$ cat src/rtl/esp8266_frame_scheduler_pkg.sv
// rtl/esp8266_frame_scheduler_pkg.sv - shared state encoding and frame constants for the frame scheduler
package esp8266_frame_scheduler_pkg;

  localparam int SLOT_W = 32;
  localparam int BYTES_PER_FRAME = 34;
  localparam logic [7:0] FRAME_HEADER = 8'hA5;
  localparam logic [7:0] FRAME_ADDR = 8'h02;

  typedef enum logic [2:0] {
    ST_IDLE,
    ST_LATCH,
    ST_START,
    ST_SEND,
    ST_GAP
  } state_t;

endpackage

$ cat src/rtl/esp8266_frame_scheduler_ack.sv
// rtl/esp8266_frame_scheduler_ack.sv - rising-edge counter with clear and terminal-count flag
module rise_edge_counter #(
  parameter int TERMINAL = 34
) (
  input  logic clock,
  input  logic reset_n,
  input  logic level,
  input  logic clear,
  input  logic count_en,
  output logic terminal
);

  localparam int WIDTH = $clog2(TERMINAL + 1);

  logic             level_q;
  logic             rise;
  logic [WIDTH-1:0] count;

  assign rise     = level & ~level_q;
  assign terminal = count_en && rise && (count == WIDTH'(TERMINAL - 1));

  always_ff @(posedge clock or negedge reset_n) begin
    if (!reset_n) begin
      level_q <= 1'b0;
      count   <= '0;
    end else begin
      level_q <= level;
      if (clear)
        count <= '0;
      else if (count_en && rise)
        count <= count + 1'b1;
    end
  end

endmodule

$ cat src/rtl/esp8266_frame_scheduler.sv
// rtl/esp8266_frame_scheduler.sv - snapshots sensor shadows into frames and paces them to the SPI feeder
module esp8266_frame_scheduler #(
  parameter int NUM_SENSORS     = 8,
  parameter int BYTES_PER_FRAME = esp8266_frame_scheduler_pkg::BYTES_PER_FRAME,
  parameter int MIN_GAP_CYCLES  = 1000,
  parameter int TIMEOUT_CYCLES  = 50000
) (
  input  logic                                                     clock,
  input  logic                                                     reset_n,
  input  logic                                                     enable,
  input  logic [esp8266_frame_scheduler_pkg::SLOT_W*NUM_SENSORS-1:0] sensor_data,
  input  logic [NUM_SENSORS-1:0]                                   sensor_valid,
  input  logic                                                     write_ack,
  output logic [esp8266_frame_scheduler_pkg::SLOT_W*NUM_SENSORS-1:0] frame_data,
  output logic                                                     data_ready,
  output logic                                                     busy,
  output logic [31:0]                                              frames_sent,
  output logic [15:0]                                              overruns,
  output logic [15:0]                                              timeouts
);

  import esp8266_frame_scheduler_pkg::*;

  localparam int TIMER_MAX = (TIMEOUT_CYCLES > MIN_GAP_CYCLES) ? TIMEOUT_CYCLES : MIN_GAP_CYCLES + 1;
  localparam int TW = $clog2(TIMER_MAX + 1);
  localparam int HW = $clog2(NUM_SENSORS + 1);

  state_t                             state, state_next;
  logic [NUM_SENSORS-1:0][SLOT_W-1:0] shadow;
  logic [NUM_SENSORS-1:0]             pending, live_pending;
  logic [TW-1:0]                      timer;
  logic [HW-1:0]                      overrun_hits;
  logic [16:0]                        overrun_sum;
  logic                               ack_done, timed_out;

  rise_edge_counter #(.TERMINAL(BYTES_PER_FRAME)) u_ack (
    .clock    (clock),
    .reset_n  (reset_n),
    .level    (write_ack),
    .clear    (state == ST_START),
    .count_en (state == ST_SEND),
    .terminal (ack_done)
  );

  // Timer is cleared in START, so it reaches TIMEOUT-2 exactly TIMEOUT clocks after START is entered.
  assign timed_out = (state == ST_SEND) && !ack_done && (timer == TW'(TIMEOUT_CYCLES - 2));

  // Slots being latched this cycle are not overruns: their old value goes out in this frame.
  assign live_pending = (state == ST_LATCH) ? '0 : pending;

  always_comb begin
    overrun_hits = '0;
    for (int i = 0; i < NUM_SENSORS; i++)
      overrun_hits = overrun_hits + HW'(sensor_valid[i] & live_pending[i]);
    overrun_sum = {1'b0, overruns} + 17'(overrun_hits);
  end

  always_comb begin
    state_next = state;
    case (state)
      ST_IDLE:  if (enable && |pending) state_next = ST_LATCH;
      ST_LATCH: state_next = ST_START;
      ST_START: state_next = ST_SEND;
      ST_SEND:  if (ack_done || timed_out) state_next = ST_GAP;
      ST_GAP:   if (timer == TW'(MIN_GAP_CYCLES)) state_next = ST_IDLE;
      default:  state_next = ST_IDLE;
    endcase
  end

  always_ff @(posedge clock or negedge reset_n) begin
    if (!reset_n) begin
      state      <= ST_IDLE;
      busy       <= 1'b0;
      data_ready <= 1'b0;
    end else begin
      state      <= state_next;
      busy       <= (state_next == ST_LATCH) || (state_next == ST_START) || (state_next == ST_SEND);
      data_ready <= (state_next == ST_START);
    end
  end

  always_ff @(posedge clock or negedge reset_n) begin
    if (!reset_n) begin
      shadow      <= '0;
      pending     <= '0;
      frame_data  <= '0;
      timer       <= '0;
      frames_sent <= '0;
      overruns    <= '0;
      timeouts    <= '0;
    end else begin
      for (int i = 0; i < NUM_SENSORS; i++)
        if (sensor_valid[i]) shadow[i] <= sensor_data[i*SLOT_W +: SLOT_W];
      pending  <= live_pending | sensor_valid;
      overruns <= overrun_sum[16] ? 16'hFFFF : overrun_sum[15:0];
      if (state == ST_LATCH)
        frame_data <= shadow;
      if (state == ST_START || (state == ST_SEND && state_next == ST_GAP))
        timer <= '0;
      else if (state == ST_SEND || state == ST_GAP)
        timer <= timer + 1'b1;
      if (ack_done)
        frames_sent <= frames_sent + 1'b1;
      if (timed_out && timeouts != 16'hFFFF)
        timeouts <= timeouts + 1'b1;
    end
  end

endmodule

$ cat config.mk
export PLATFORM = sky130hd
export DESIGN_NAME = esp8266_frame_scheduler
export DESIGN_NICKNAME = d
export VERILOG_FILES = /design/src/rtl/esp8266_frame_scheduler_pkg.sv /design/src/rtl/esp8266_frame_scheduler_ack.sv /design/src/rtl/esp8266_frame_scheduler.sv
export SDC_FILE = /design/constraint.sdc
export NUM_CORES = 1
export LEC_CHECK = 0
export CAP_MARGIN = 40
export CORE_AREA = 2 2 232 234
export CTS_BUF_LIST = sky130_fd_sc_hd__clkbuf_4
export CTS_CLUSTER_SIZE = 30
export DETAILED_ROUTE_END_ITERATION = 16
export DIE_AREA = 0 0 234 236
export PLACE_DENSITY = 0.86
export SLEW_MARGIN = 0
export SYNTH_ARGS = -nofsm -noshare
export SYNTH_HDL_FRONTEND = slang
export SYNTH_SLANG_ARGS = --single-unit
$ cat constraint.sdc
create_clock -name clock -period 8.5 [get_ports clock]
set_input_delay 1.7 -clock clock [delete_from_list [all_inputs] [get_ports clock]]
set_output_delay 1.7 -clock clock [all_outputs]
set_load 0.01 [all_outputs]
==> qor.txt <==
run status: completed
ranking of synthesized cells by instance count: sky130_fd_sc_hd__nand2_1 (810), sky130_fd_sc_hd__dfrtp_1 (612), sky130_fd_sc_hd__mux2_2 (259)
vias after detailed routing: 18230
DR WL met3: 5633 µm
multi-input logic area: 8174 µm²
number of maximum-capacitance constraint violations: 0
sequential area share after synthesis: 63.95%
area growth from synthesis to layout: 36.02%
cell count of the worst hold path: 2
total I/O pin count: 590
DIE AREA: 55220 µm²
switching fraction of total power: 29.20%
total nets after synthesis: 2395
Final Max Tran Viols: 0
setup slack, reg-to-reg: 3.45 ns
final routed DRC violation total: 0
hold path endpoint: frame_data[203]
GP Congestion: 0.8746
number of CTS-inserted buffers: 157
hold buffers post-CTS: 0
setup repair after global routing missed its margin: false
routed len/inst: 18.26 µm
via count of the first global-routing pass: 19480
minimum clock period after layout: 5.350 ns
internal cell power: 0.005765 W
pin count of the biggest net entering global routing: 172
Register-to-Register Path Depth: 14
total non-filler cell area in the finished layout: 32580 µm²
Die X-Extent: 234 µm
P per Cell Area: 249.9 nW/µm²
First DRT Iteration DRCs: 1054
vertical extent of the die: 236 µm
Port Buffer Count: 589
Worst-Skew Late Latency: 0.99 ns
share of the clock period used by the worst path: 62.94%
share of synthesized flip-flops with an asynchronous set or reset: 100.0%
number of instances in the synthesized netlist: 2109
start of the worst register-to-register path: state[0]
net count reported at finish: 3066
Layout fillers: 4018
highest fanout seen on the critical path: 34
post-detailed-placement half-perimeter wirelength: 44770 µm
number of antenna violations at the first check in global routing: 5
Setup TNS Final: 0 ns
Peak Freq: 0.1869 GHz
sequential share of power: 45.8%
worst ir drop on vdd: 156.8 µV
setup clock skew after layout: 0.05565 ns
H-tree levels: 4
met1 WL: 24970 µm
Root Buffer: sky130_fd_sc_hd__clkbuf_4
number of detailed-route iterations in the first pass: 5
CTS tree: built
Worst Path Required: 9.32 ns
category of the worst setup path capture point: flop
Post-CTS Resized: 0
Post-DP Area: 30580 µm²
YS warnings: 0
critical path data arrival time: 6.17 ns
distinct cell type count after synthesis: 53
number of flops mapped to enable cells by yosys: 0
critical register-to-register path endpoint: overruns[11]
vias per std cell: 5.079
average cell area after synthesis: 11.36 µm²
number of nets with antenna violations after detailed routing: 0
setup violators final: 0
cell type with the largest total area after synthesis: sky130_fd_sc_hd__dfrtp_1
min-delay worst type: flop to flop
transition at the pin with the smallest max-transition slack: 1.003 ns
cell with the most instances after synthesis: sky130_fd_sc_hd__nand2_1
met2 WL post-DR: 32270 µm
clock network power share: 31.3%
Highest Signal Layer: met5
worst slew margin relative to its limit: 33.10%
Synth Cell Area: 23950 µm²
launch instance of the worst min-delay path: shadow[203]
startpoint type of the worst setup path: primary input
share of layout cells above drive strength 1: 18.49%
sequential cell area: 15310 µm²
Leakage Power: 15.20 nW
post-CTS clock slew at the launch and capture registers of the worst setup and hold paths: 0.07 ns
number of buffers between clock root and the deepest sink: 3
part of the total power dissipated in combinational logic: 22.9%
area share of the largest cell type after synthesis: 63.95%
first-pass GRT wire length: 103500 µm
# clock sinks: 612
synthesis-stage register bit count: 612
setup bufs post-CTS: 0
GR Util All Layers: 23.94%
Post-Route Utilization: 61.38%
Floorplan Core Area: 53070 µm²
Initial Util: 45.13%
NetSw: 0.002377 W
worst setup path class: primary input to flop
standard-cell rows: 85
count of endpoints failing hold in the final timing report: 0
post-detailed-routing wire length: 65530 µm
total congestion overflow: 0
ranking of synthesized cells by area: sky130_fd_sc_hd__dfrtp_1 (64%), sky130_fd_sc_hd__nand2_1 (13%), sky130_fd_sc_hd__mux2_2 (12%), sky130_fd_sc_hd__xnor2_1 (1.8%), sky130_fd_sc_hd__clkbuf_1 (1.3%)
commonest register cell after synthesis: sky130_fd_sc_hd__dfrtp_1
-- power by group through the flow --
stage                     clock [W]  combinational [W]  sequential (W)
after global routing        0.00279            0.00204         0.00378
after CTS                   0.00262            0.00189         0.00373
after detailed placement          0            0.00187         0.00377
after floorplan                   0           0.000628         0.00386
after global placement            0            0.00180         0.00374
final                       0.00255            0.00187         0.00373
-- registers in the layout (all words and copies together), names as in the netlist, 3 cells and up --
signal and count:
pending 8, u_ack.count 6, timer 16, overruns 16, timeouts 16, frames_sent 32, shadow 256, state 3
frame_data 256
-- per-layer routing --
| layer | track usage (%) | vias up |
|---|---|---|
| met5 | 0 | - |
| met4 | 11.26 | 2 |
| met3 | 9.030 | 169 |
| met2 | 39.39 | 680 |
| met1 | 27.48 | 9059 |
| li1 | - | 8319 |
-- area by class of cell --
| class | count | share of cell area [%] |
|---|---|---|
| well taps | 696 | 2.673 |
| repair buffers | 614 | 18.86 |
| multi-input cells | 1377 | 25.09 |
| clock buffers | 218 | 5.024 |
| inverters | 18 | 0.2305 |
| clock inverters | 49 | 1.064 |
| flip-flops and latches | 612 | 47.01 |
| diodes | 5 | 0.03841 |
-- how the worst max path moves through the flow --
stage	endpoint	start	slack (ns)
2_1_floorplan	overruns[11]	sensor_valid[0]	2.60
3_3_place_gp	overruns[11]	sensor_valid[2]	2.28
3_5_place_dp	overruns[14]	sensor_valid[2]	2.20
4_1_cts	overruns[11]	sensor_valid[2]	3.27
5_1_grt	overruns[11]	sensor_valid[2]	3.03
6_report	overruns[11]	sensor_valid[2]	3.15
-- metrics by stage --
step           worst slack, ns  cells  hold slack, ns  total power [W]
5_1_grt                  3.028   3588          0.4720         0.008608
3_5_place_dp             2.198   3317          0.4469         0.005643
3_3_place_gp             2.278   3312          0.4411         0.005546
2_1_floorplan            2.602   2109          0.4348         0.004492
6_report                 3.150   3589          0.4414         0.008142
4_1_cts                  3.273   3584          0.4372         0.008242
-- logic make-up after synthesis --
family | count (synthesis) | share of synthesized area [%]
buffers and inverters | 120 | 1.928
and+or+nand+nor | 990 | 17.12
AOI/OAI and AO/OA | 39 | 1.129
xor gates and xnor gates | 70 | 2.560
adders and majority gates | 18 | 1.097
muxes | 260 | 12.22
DFF | 612 | 63.95
-- cell usage in the layout (no fill, tap or decap), types with 3 or more instances in the layout --
cell type,synthesis,layout
sky130_fd_sc_hd__clkinv_2,0,4
sky130_fd_sc_hd__clkdlybuf4s50_1,0,585
sky130_fd_sc_hd__nand3_1,36,36
sky130_fd_sc_hd__nand4_1,27,27
sky130_fd_sc_hd__a31oi_1,3,3
sky130_fd_sc_hd__nor2_1,36,36
sky130_fd_sc_hd__nand2_1,810,810
sky130_fd_sc_hd__clkbuf_4,0,218
sky130_fd_sc_hd__a21oi_1,4,4
sky130_fd_sc_hd__dfrtp_1,612,612
sky130_fd_sc_hd__buf_2,3,4
sky130_fd_sc_hd__buf_4,0,18
sky130_fd_sc_hd__nor3_1,7,7
sky130_fd_sc_hd__or3_1,5,5
sky130_fd_sc_hd__o21ai_0,10,10
sky130_fd_sc_hd__and4_1,6,6
sky130_fd_sc_hd__nand2b_1,8,8
sky130_fd_sc_hd__inv_6,0,3
sky130_fd_sc_hd__bufinv_16,0,5
sky130_fd_sc_hd__or4_1,4,4
sky130_fd_sc_hd__a211oi_1,3,3
sky130_fd_sc_hd__xnor2_1,49,49
sky130_fd_sc_hd__a21o_1,10,10
sky130_fd_sc_hd__clkinv_1,1,31
sky130_fd_sc_hd__fa_1,5,5
sky130_fd_sc_hd__and3_1,21,21
sky130_fd_sc_hd__xor2_1,21,21
sky130_fd_sc_hd__nor4_1,10,10
sky130_fd_sc_hd__buf_12,0,3
sky130_fd_sc_hd__inv_1,17,17
sky130_fd_sc_hd__ha_1,13,13
sky130_fd_sc_hd__clkinvlp_4,0,3
sky130_fd_sc_hd__diode_2,0,5
sky130_fd_sc_hd__mux2_2,259,259
sky130_fd_sc_hd__inv_2,0,3
-- worst max-delay path: stages --
cell,delay [ns]
sky130_fd_sc_hd__clkdlybuf4s50_1,0.40
sky130_fd_sc_hd__buf_4,0.27
sky130_fd_sc_hd__and3_1,0.24
sky130_fd_sc_hd__fa_1,0.47
sky130_fd_sc_hd__inv_1,0.05
sky130_fd_sc_hd__fa_1,0.53
sky130_fd_sc_hd__inv_1,0.06
sky130_fd_sc_hd__fa_1,0.51
sky130_fd_sc_hd__fa_1,0.48
sky130_fd_sc_hd__fa_1,0.43
sky130_fd_sc_hd__a21oi_1,0.23
sky130_fd_sc_hd__o21a_1,0.22
sky130_fd_sc_hd__or4b_2,0.31
sky130_fd_sc_hd__o41a_1,0.20
sky130_fd_sc_hd__nand2_1,0.06
No activity file was read; power rests on OpenSTA's default activity.
